===== config.mk =====
export PLATFORM = sky130hd
export DESIGN_NAME = pipe_seq_ctrl
export DESIGN_NICKNAME = d
export VERILOG_FILES = /design/src/rtl/pipe_seq_ctrl.sv
export SDC_FILE = /design/constraint.sdc
export NUM_CORES = 1
export LEC_CHECK = 0
export BUFFER_PORTS_ARGS = -buffer_cell sky130_fd_sc_hd__buf_2
export CORE_MARGIN = 3
export CORE_UTILIZATION = 30
export CTS_BUF_LIST = sky130_fd_sc_hd__clkbuf_4
export DETAILED_ROUTE_END_ITERATION = 16
export PLACE_DENSITY_LB_ADDON = 0.08
export SYNTH_ARGS = -nofsm -noshare
export SYNTH_HDL_FRONTEND = slang
export SYNTH_SLANG_ARGS = --single-unit

===== constraint.sdc =====
create_clock -name CLK -period 4.36 [get_ports CLK]
set_input_delay 0.872 -clock CLK [delete_from_list [all_inputs] [get_ports CLK]]
set_output_delay 0.872 -clock CLK [all_outputs]
set_load 0.02 [all_outputs]

===== src/rtl/pipe_seq_ctrl.sv =====
// Fetch/sequence controller: steps the PC, runs the three-cycle branch sequence,
// and moves between user code and the trap handler on interrupt entry and mret.
module pipe_seq_ctrl #(
    parameter logic [31:0] RESET_PC = 32'd0,
    parameter logic [31:0] MTVEC    = 32'd36
) (
    input  logic        CLK,
    input  logic        RSTN,
    input  logic        CONDITIONAL_JUMP,
    input  logic [31:0] JUMP_DEST,
    input  logic        INTERRUPT,
    input  logic        MRET,
    output logic [31:0] PC,
    output logic        DECODER_ENABLED,
    output logic        CPU_MODE,
    output logic [31:0] MEPC,
    output logic [2:0]  STATE
);

    localparam logic [2:0] S_RUN     = 3'd0;
    localparam logic [2:0] S_BR_EX   = 3'd1;
    localparam logic [2:0] S_BR_WB   = 3'd2;
    localparam logic [2:0] S_IRQ_D1  = 3'd3;
    localparam logic [2:0] S_IRQ_D2  = 3'd4;
    localparam logic [2:0] S_HANDLER = 3'd5;
    localparam logic [2:0] S_MR_D1   = 3'd6;
    localparam logic [2:0] S_MR_D2   = 3'd7;

    logic [2:0]  state_q, state_d;
    logic [31:0] pc_q, pc_d;
    logic        dec_en_q, dec_en_d;
    logic        mode_q, mode_d;
    logic [31:0] mepc_q, mepc_d;
    logic        ret_h_q, ret_h_d;

    // Requests are only sampled in RUN and HANDLER; a losing request is
    // simply seen again after the sequence because all inputs are levels.
    always_comb begin
        state_d  = state_q;
        pc_d     = pc_q;
        dec_en_d = dec_en_q;
        mode_d   = mode_q;
        mepc_d   = mepc_q;
        ret_h_d  = ret_h_q;
        case (state_q)
            S_RUN: begin
                if (CONDITIONAL_JUMP) begin
                    state_d  = S_BR_EX;
                    dec_en_d = 1'b0;
                    ret_h_d  = 1'b0;
                end else if (INTERRUPT) begin
                    state_d  = S_IRQ_D1;
                    mepc_d   = pc_q;
                    mode_d   = 1'b1;
                    dec_en_d = 1'b0;
                end else begin
                    pc_d = pc_q + 32'd1;
                end
            end
            // Target minus one, so the increment in BR_WB lands on JUMP_DEST.
            S_BR_EX: begin
                pc_d    = JUMP_DEST - 32'd1;
                state_d = S_BR_WB;
            end
            S_BR_WB: begin
                pc_d     = pc_q + 32'd1;
                dec_en_d = 1'b1;
                state_d  = ret_h_q ? S_HANDLER : S_RUN;
            end
            S_IRQ_D1: begin
                state_d = S_IRQ_D2;
            end
            S_IRQ_D2: begin
                pc_d     = MTVEC;
                dec_en_d = 1'b1;
                state_d  = S_HANDLER;
            end
            S_HANDLER: begin
                if (CONDITIONAL_JUMP) begin
                    state_d  = S_BR_EX;
                    dec_en_d = 1'b0;
                    ret_h_d  = 1'b1;
                end else if (MRET) begin
                    state_d  = S_MR_D1;
                    dec_en_d = 1'b0;
                end else begin
                    pc_d = pc_q + 32'd1;
                end
            end
            S_MR_D1: begin
                state_d = S_MR_D2;
            end
            S_MR_D2: begin
                pc_d     = mepc_q;
                mode_d   = 1'b0;
                dec_en_d = 1'b1;
                state_d  = S_RUN;
            end
            default: begin
                state_d = S_RUN;
            end
        endcase
    end

    always_ff @(posedge CLK or negedge RSTN) begin
        if (!RSTN) begin
            state_q  <= S_RUN;
            pc_q     <= RESET_PC;
            dec_en_q <= 1'b1;
            mode_q   <= 1'b0;
            mepc_q   <= 32'd0;
            ret_h_q  <= 1'b0;
        end else begin
            state_q  <= state_d;
            pc_q     <= pc_d;
            dec_en_q <= dec_en_d;
            mode_q   <= mode_d;
            mepc_q   <= mepc_d;
            ret_h_q  <= ret_h_d;
        end
    end

    assign PC              = pc_q;
    assign DECODER_ENABLED = dec_en_q;
    assign CPU_MODE        = mode_q;
    assign MEPC            = mepc_q;
    assign STATE           = state_q;

endmodule


* Word-level counts from Yosys, hierarchy flattened
Cells that the tools add are included.
** Storage, ports and cells
- Output and inout port bits :: 69
- Logic and storage cells :: 59
- Register bits :: 70
** Cells by class
- Eq/ne operators :: 16
- Add/subtract/negate cells :: 2
- Bitwise gates (word level) :: 1
- Reductions and logical operators :: 12
- Mux-type cells :: 22
** Operators with widths (number)
- one-hot mux 32 bit (6 select lines) :: 1
- 2-to-1 mux 32 bit :: 4
- adder 32 x 1 -> 32 bit (second input constant) :: 1
- subtractor 32 x 1 -> 32 bit (second input constant) :: 1
- one-hot mux 3 bit (8 select lines) :: 1
- 2-to-1 mux 3 bit :: 5
- != test 2 bit (second input constant) :: 7
- == test 3 bit (second input constant) :: 4
- AND reduction 3 bit :: 4
- 2-to-1 mux 1 bit :: 8
- == test 3 x 2 -> 1 bit (second input constant) :: 2
- != test 3 bit (second input constant) :: 2
- nonzero test 6 bit :: 1
- AND reduction 5 bit :: 1
- one-hot mux 1 bit (2 select lines) :: 2
- nonzero test 2 bit :: 2
- == test 3 x 1 -> 1 bit (second input constant) :: 1
- zero test 3 bit :: 1
- one-hot mux 1 bit (3 select lines) :: 1
- nonzero test 3 bit :: 1
- OR reduction 3 bit :: 1
- AND reduction 2 bit :: 1
- inverter 1 bit :: 1

* Depth between registers and ports, before layout
- Word-level depth :: 4
- Mapped depth :: 8
- Gate-level depth less buffers :: 8

* Worst setup path after synthesis
Ideal clock, no wire load.
- Kind :: input to register
- Start point :: input port JUMP_DEST[22]
- End point :: register pc_q[29], in the netlist PC[29]
- Data required time :: 4.266 ns
- Arrival time :: 2.751 ns
- Path slack :: 1.515 ns
- Buffers on the path :: 1
- Stages :: 7
- Path through :: or4_4 > or4_4 > buf_6 > nor4_4 > xor2_1 > o211ai_1 > a221oi_2
** Between the ends
- Word-level cells in the longest chain between the ends :: 2
** Ends and longest elaborated chain
- start, declared :: RTL line 10 : input logic [31:0] JUMP_DEST,
- subtractor 32 x 1 -> 32 bit :: RTL line 62 : pc_d = JUMP_DEST - 32'd1;
- one-hot mux 32 bit (6 select lines) :: RTL line 45 : case (state_q)
- end signal, assigned :: RTL line 115 : pc_q <= pc_d;
- end, declared :: RTL line 30 : logic [31:0] pc_q, pc_d;
No other way between the ends.
A chain may end at the register's enable or synchronous reset.

* Worst setup path in the final report
- Start point :: input port JUMP_DEST[0]
- End point :: register pc_q[30], in the netlist PC[30]
The elaborated chain is that of the path after synthesis.

==> flow_summary.rst <==
.. list-table::
   :header-rows: 1

   * - Metric
     - Value
   * - Status
     - completed
   * - Summed area of non-filler cells in the final layout
     - 5420 sq um
   * - Worst endpoint data arrival time
     - between 3000 and 4000 ps
   * - Critical path peak fanout
     - 10
   * - Achievable frequency
     - 0.331 GHz
   * - Mapped Cells
     - about 530
   * - Routed WL
     - between 15 and 20 mm
   * - Sw Ratio
     - 53.9%
   * - Number of antenna violations at the first check in global routing
     - 0
   * - Count of synthesis-stage warnings from yosys
     - 0
   * - Worst setup slack before clock tree synthesis
     - approximately 870 ps
   * - Shortest clock period the worst path allows after layout
     - 3020 ps
   * - Class of the most critical hold timing path
     - flip-flop to flip-flop
   * - DPL Wire Length
     - 12.1 mm
   * - First-pass GRT wire length
     - 27.2 mm
   * - Pin count of the biggest net entering global routing
     - 71
   * - Pwr dens
     - 799 nW/um^2
   * - Standby leakage power
     - about 0.0023 uW
   * - Synthesized flop and latch total
     - 70
   * - Origin of the critical flop-to-flop path
     - STATE[2]$_DFFE_PN0P_
   * - Fraction of registers with async set or reset after synthesis
     - 100%
   * - Switching power
     - 2330 uW
   * - DRC violation total after the first TritonRoute iteration
     - 322
   * - Total standard cell area after synthesis
     - 4580 sq um
   * - Standard cell core area
     - about 15000 sq um
   * - Sequential fraction of the synthesis area
     - 38.2%
   * - Post-Synthesis Net Count
     - 565
   * - Number of hold-repair buffers added at the cts stage
     - 0
   * - Via-to-Cell Ratio
     - 5.74
   * - Reg-to-reg endpoint
     - PC[14]$_DFFE_PN0P_
   * - Post-route fraction of the period consumed by the critical path
     - between 60% and 70%
   * - CTS tree
     - built
   * - Setup repair after global routing missed its margin
     - no
   * - Total Die Area
     - 16800 sq um
   * - Number of flops mapped to enable cells by yosys
     - 0
   * - Clk slew on worst S/H paths
     - 110 ps
   * - Setup Viol. Count Final
     - 0
   * - Root Buffer
     - sky130_fd_sc_hd__clkbuf_4
   * - Overall via count from detail_route
     - 4663
   * - Combinational share of power
     - between 50% and 60%
   * - Die Span X
     - 130 um
   * - GRT met1 Usage
     - 29.7%
   * - Main flop type after synthesis
     - sky130_fd_sc_hd__dfrtp_1
   * - Hold slack
     - 527 ps
   * - Critical Setup Path Class
     - primary input to flip-flop
   * - Maximum clock insertion buffer count
     - 2
   * - Final-layout fill cell count
     - about 1600
   * - Transition at the pin with the smallest max-transition slack
     - between 900 and 1000 ps
   * - Total gr overflow
     - 0
   * - Overall power
     - around 4300 uW
   * - Starting utilization of the core area
     - 31.1%
   * - CTS Sinks
     - 70
   * - Post-synth cell types
     - 60
   * - Final worst slack
     - approximately 1300 ps
   * - I/O pin total
     - 106
   * - Antenna diodes
     - 0
   * - Cell internal power dissipation
     - 2000 uW
   * - Overall die height
     - about 130 um
   * - Worst EP required
     - around 4700 ps
   * - Setup skew after layout
     - 19.2 ps
   * - Global router's overall resource usage
     - 21.2%
   * - Vias in the first global route
     - 4638
   * - Remaining number of nets flagged by the antenna check after routing
     - 0
   * - Fraction of power consumed by sequential logic
     - 32.4%
   * - Average wire per cell in the routed design
     - about 21 um
   * - Length in cells of the worst reg-to-reg path
     - 6
   * - Relative contribution of the clock network to total power
     - between 8 and 9%
   * - Post-CTS sizing
     - 0
   * - Per-instance average area after synthesis
     - 8.72 sq um
   * - Total Nets Final
     - ~660
   * - Most congested layer reported by global routing
     - met2
   * - Met3 track demand over resource in global routing
     - ~3.2%
   * - Number of max-cap violations
     - 0
   * - Max-slew violations
     - 0
   * - Critical path capture point type
     - flip-flop
   * - Routing usage on met2
     - 33.2%
   * - Max rail drop VDD
     - 288 uV
   * - Worst setup slack for register-to-register paths
     - 1530 ps
   * - Detailed-routing iteration count for the pre-antenna-repair pass
     - 5
   * - Clock latency of the later-clocked register in the worst-skew pair
     - 470 ps
   * - Number of clock buffers inserted by TritonCTS
     - 9
   * - Ratio of cells with drive above 1 in the final layout
     - between 20 and 30%
   * - Setup TNS
     - 0 ps
   * - Critical Path Source
     - JUMP_DEST[0]
   * - Area after DPL
     - 5330 sq um
   * - Maximum level of the CTS H-tree
     - 3
   * - FP Rows
     - 44
   * - Number of setup buffers added after CTS
     - 0
   * - Worst slew margin relative to its limit
     - 34.7%
   * - Crit path to
     - PC[30]$_DFFE_PN0P_
   * - Routability congestion estimate
     - about 0.85
   * - Area added between synthesis and finish
     - 18.3%
   * - Hold violation count in the final report
     - 0
   * - DRC violations left
     - 0
   * - Count of input and output buffers
     - 105
   * - Nature of the critical path startpoint
     - primary input
power by group through the flow:
stage	Combinational (uW)	Sequential [uW]	Clock, uW
3_3_place_gp	2540	1400	0
6_report	2560	1410	367
2_1_floorplan	1330	1650	0
4_1_cts	2570	1400	383
5_1_grt	2810	1460	405
3_5_place_dp	2550	1410	0
placed cells by master, fill, tap and decap left out, types with 13 or more instances in the layout:
master	instances
sky130_fd_sc_hd__nand3_1	16
sky130_fd_sc_hd__nor3_1	14
sky130_fd_sc_hd__xnor2_1	15
sky130_fd_sc_hd__inv_1	13
sky130_fd_sc_hd__xor2_1	13
sky130_fd_sc_hd__nand2_1	45
sky130_fd_sc_hd__buf_4	15
sky130_fd_sc_hd__o21ai_0	48
sky130_fd_sc_hd__mux2_2	32
sky130_fd_sc_hd__buf_2	104
sky130_fd_sc_hd__nor2_1	39
sky130_fd_sc_hd__dfrtp_1	69
sky130_fd_sc_hd__a21oi_1	50
worst max-delay path, cell delays in order:
cell	delay (ps)
sky130_fd_sc_hd__buf_2	120
sky130_fd_sc_hd__inv_1	80
sky130_fd_sc_hd__ha_1	180
sky130_fd_sc_hd__nor3b_1	540
sky130_fd_sc_hd__nand4_1	730
sky130_fd_sc_hd__nor3_2	370
sky130_fd_sc_hd__xor2_1	200
sky130_fd_sc_hd__a21oi_1	90
sky130_fd_sc_hd__a211oi_1	210
per-stage QoR:
stage                     utilization [%]  cells
after global routing                 36.8    812
after global placement               36.1    798
after floorplan                         -    526
final                                36.8    812
after CTS                            36.8    812
after detailed placement             36.1    798
flip-flops by register name (all words and copies together) (netlist names):
name and cells:
ret_h_q 1, STATE 3, DECODER_ENABLED 1, PC 32
MEPC 32, CPU_MODE 1
how the worst min path moves through the flow:
stage / start / endpoint / depth (start not counted)
after floorplan: ret_h_q$_DFFE_PN0P_ / ret_h_q$_DFFE_PN0P_ / 2
after global placement: CPU_MODE$_DFFE_PN0P_ / CPU_MODE$_DFFE_PN0P_ / 2
after detailed placement: CPU_MODE$_DFFE_PN0P_ / CPU_MODE$_DFFE_PN0P_ / 2
after CTS: DECODER_ENABLED$_DFFE_PN1P_ / DECODER_ENABLED$_DFFE_PN1P_ / 2
after global routing: DECODER_ENABLED$_DFFE_PN1P_ / DECODER_ENABLED$_DFFE_PN1P_ / 2
final: CPU_MODE$_DFFE_PN0P_ / CPU_MODE$_DFFE_PN0P_ / 2
final cells by class:
type,count,area [sq um],area share [%]
repair buffers,119,633,11.7
inverters,13,48.8,0.900
clock buffers,10,75.1,1.38
multi-input cells,412,2670,49.2
clock inverters,4,16.3,0.300
flip-flops and latches,70,1750,32.3
well taps,184,230,4.25
cells in the mapped netlist (2+ instances only):
cell / number / area (sq um)
sky130_fd_sc_hd__a211oi_1: 5 / 37.5
sky130_fd_sc_hd__a21o_1: 2 / 15.0
sky130_fd_sc_hd__a21oi_1: 50 / 250
sky130_fd_sc_hd__a221oi_1: 5 / 43.8
sky130_fd_sc_hd__a22o_1: 2 / 17.5
sky130_fd_sc_hd__a22oi_1: 3 / 22.5
sky130_fd_sc_hd__a31oi_1: 7 / 43.8
sky130_fd_sc_hd__and2_1: 3 / 18.8
sky130_fd_sc_hd__and3_1: 4 / 25.0
sky130_fd_sc_hd__and4_1: 3 / 26.3
sky130_fd_sc_hd__clkbuf_1: 29 / 109
sky130_fd_sc_hd__dfrtp_1: 69 / 1730
sky130_fd_sc_hd__ha_1: 2 / 25.0
sky130_fd_sc_hd__inv_1: 13 / 48.8
sky130_fd_sc_hd__maj3_1: 4 / 40.0
sky130_fd_sc_hd__mux2_2: 32 / 360
sky130_fd_sc_hd__nand2_1: 45 / 169
sky130_fd_sc_hd__nand2b_1: 2 / 12.5
sky130_fd_sc_hd__nand3_1: 16 / 80.1
sky130_fd_sc_hd__nand4_1: 9 / 56.3
sky130_fd_sc_hd__nor2_1: 39 / 146
sky130_fd_sc_hd__nor2b_1: 2 / 12.5
sky130_fd_sc_hd__nor3_1: 14 / 70.1
sky130_fd_sc_hd__nor3b_1: 3 / 22.5
sky130_fd_sc_hd__nor4_1: 10 / 62.6
sky130_fd_sc_hd__o211ai_1: 8 / 60.1
sky130_fd_sc_hd__o21ai_0: 48 / 240
sky130_fd_sc_hd__o221ai_1: 10 / 87.6
sky130_fd_sc_hd__o22a_1: 3 / 26.3
sky130_fd_sc_hd__o22ai_1: 3 / 18.8
sky130_fd_sc_hd__o31ai_1: 5 / 37.5
sky130_fd_sc_hd__or2_2: 5 / 31.3
sky130_fd_sc_hd__or3_1: 11 / 68.8
sky130_fd_sc_hd__or4_1: 6 / 45.0
sky130_fd_sc_hd__or4_4: 3 / 33.8
sky130_fd_sc_hd__xnor2_1: 15 / 131
sky130_fd_sc_hd__xor2_1: 13 / 114
logic make-up after synthesis:
group / after synthesis / share of synthesized area, %
compound gates: 163 / 22.2
xor+xnor: 28 / 5.35
fa+ha+maj: 6 / 1.42
buf+inv: 44 / 3.85
flops: 70 / 38.2
mux: 33 / 8.08
simple gates: 182 / 20.9
routing by layer:
metal	part of all wire [%]	wire (um)
met2	47	8100
met5	0	0
met1	46	7960
met4	2.4	412
met3	5.2	912
No activity file was read; power rests on OpenSTA's default activity.
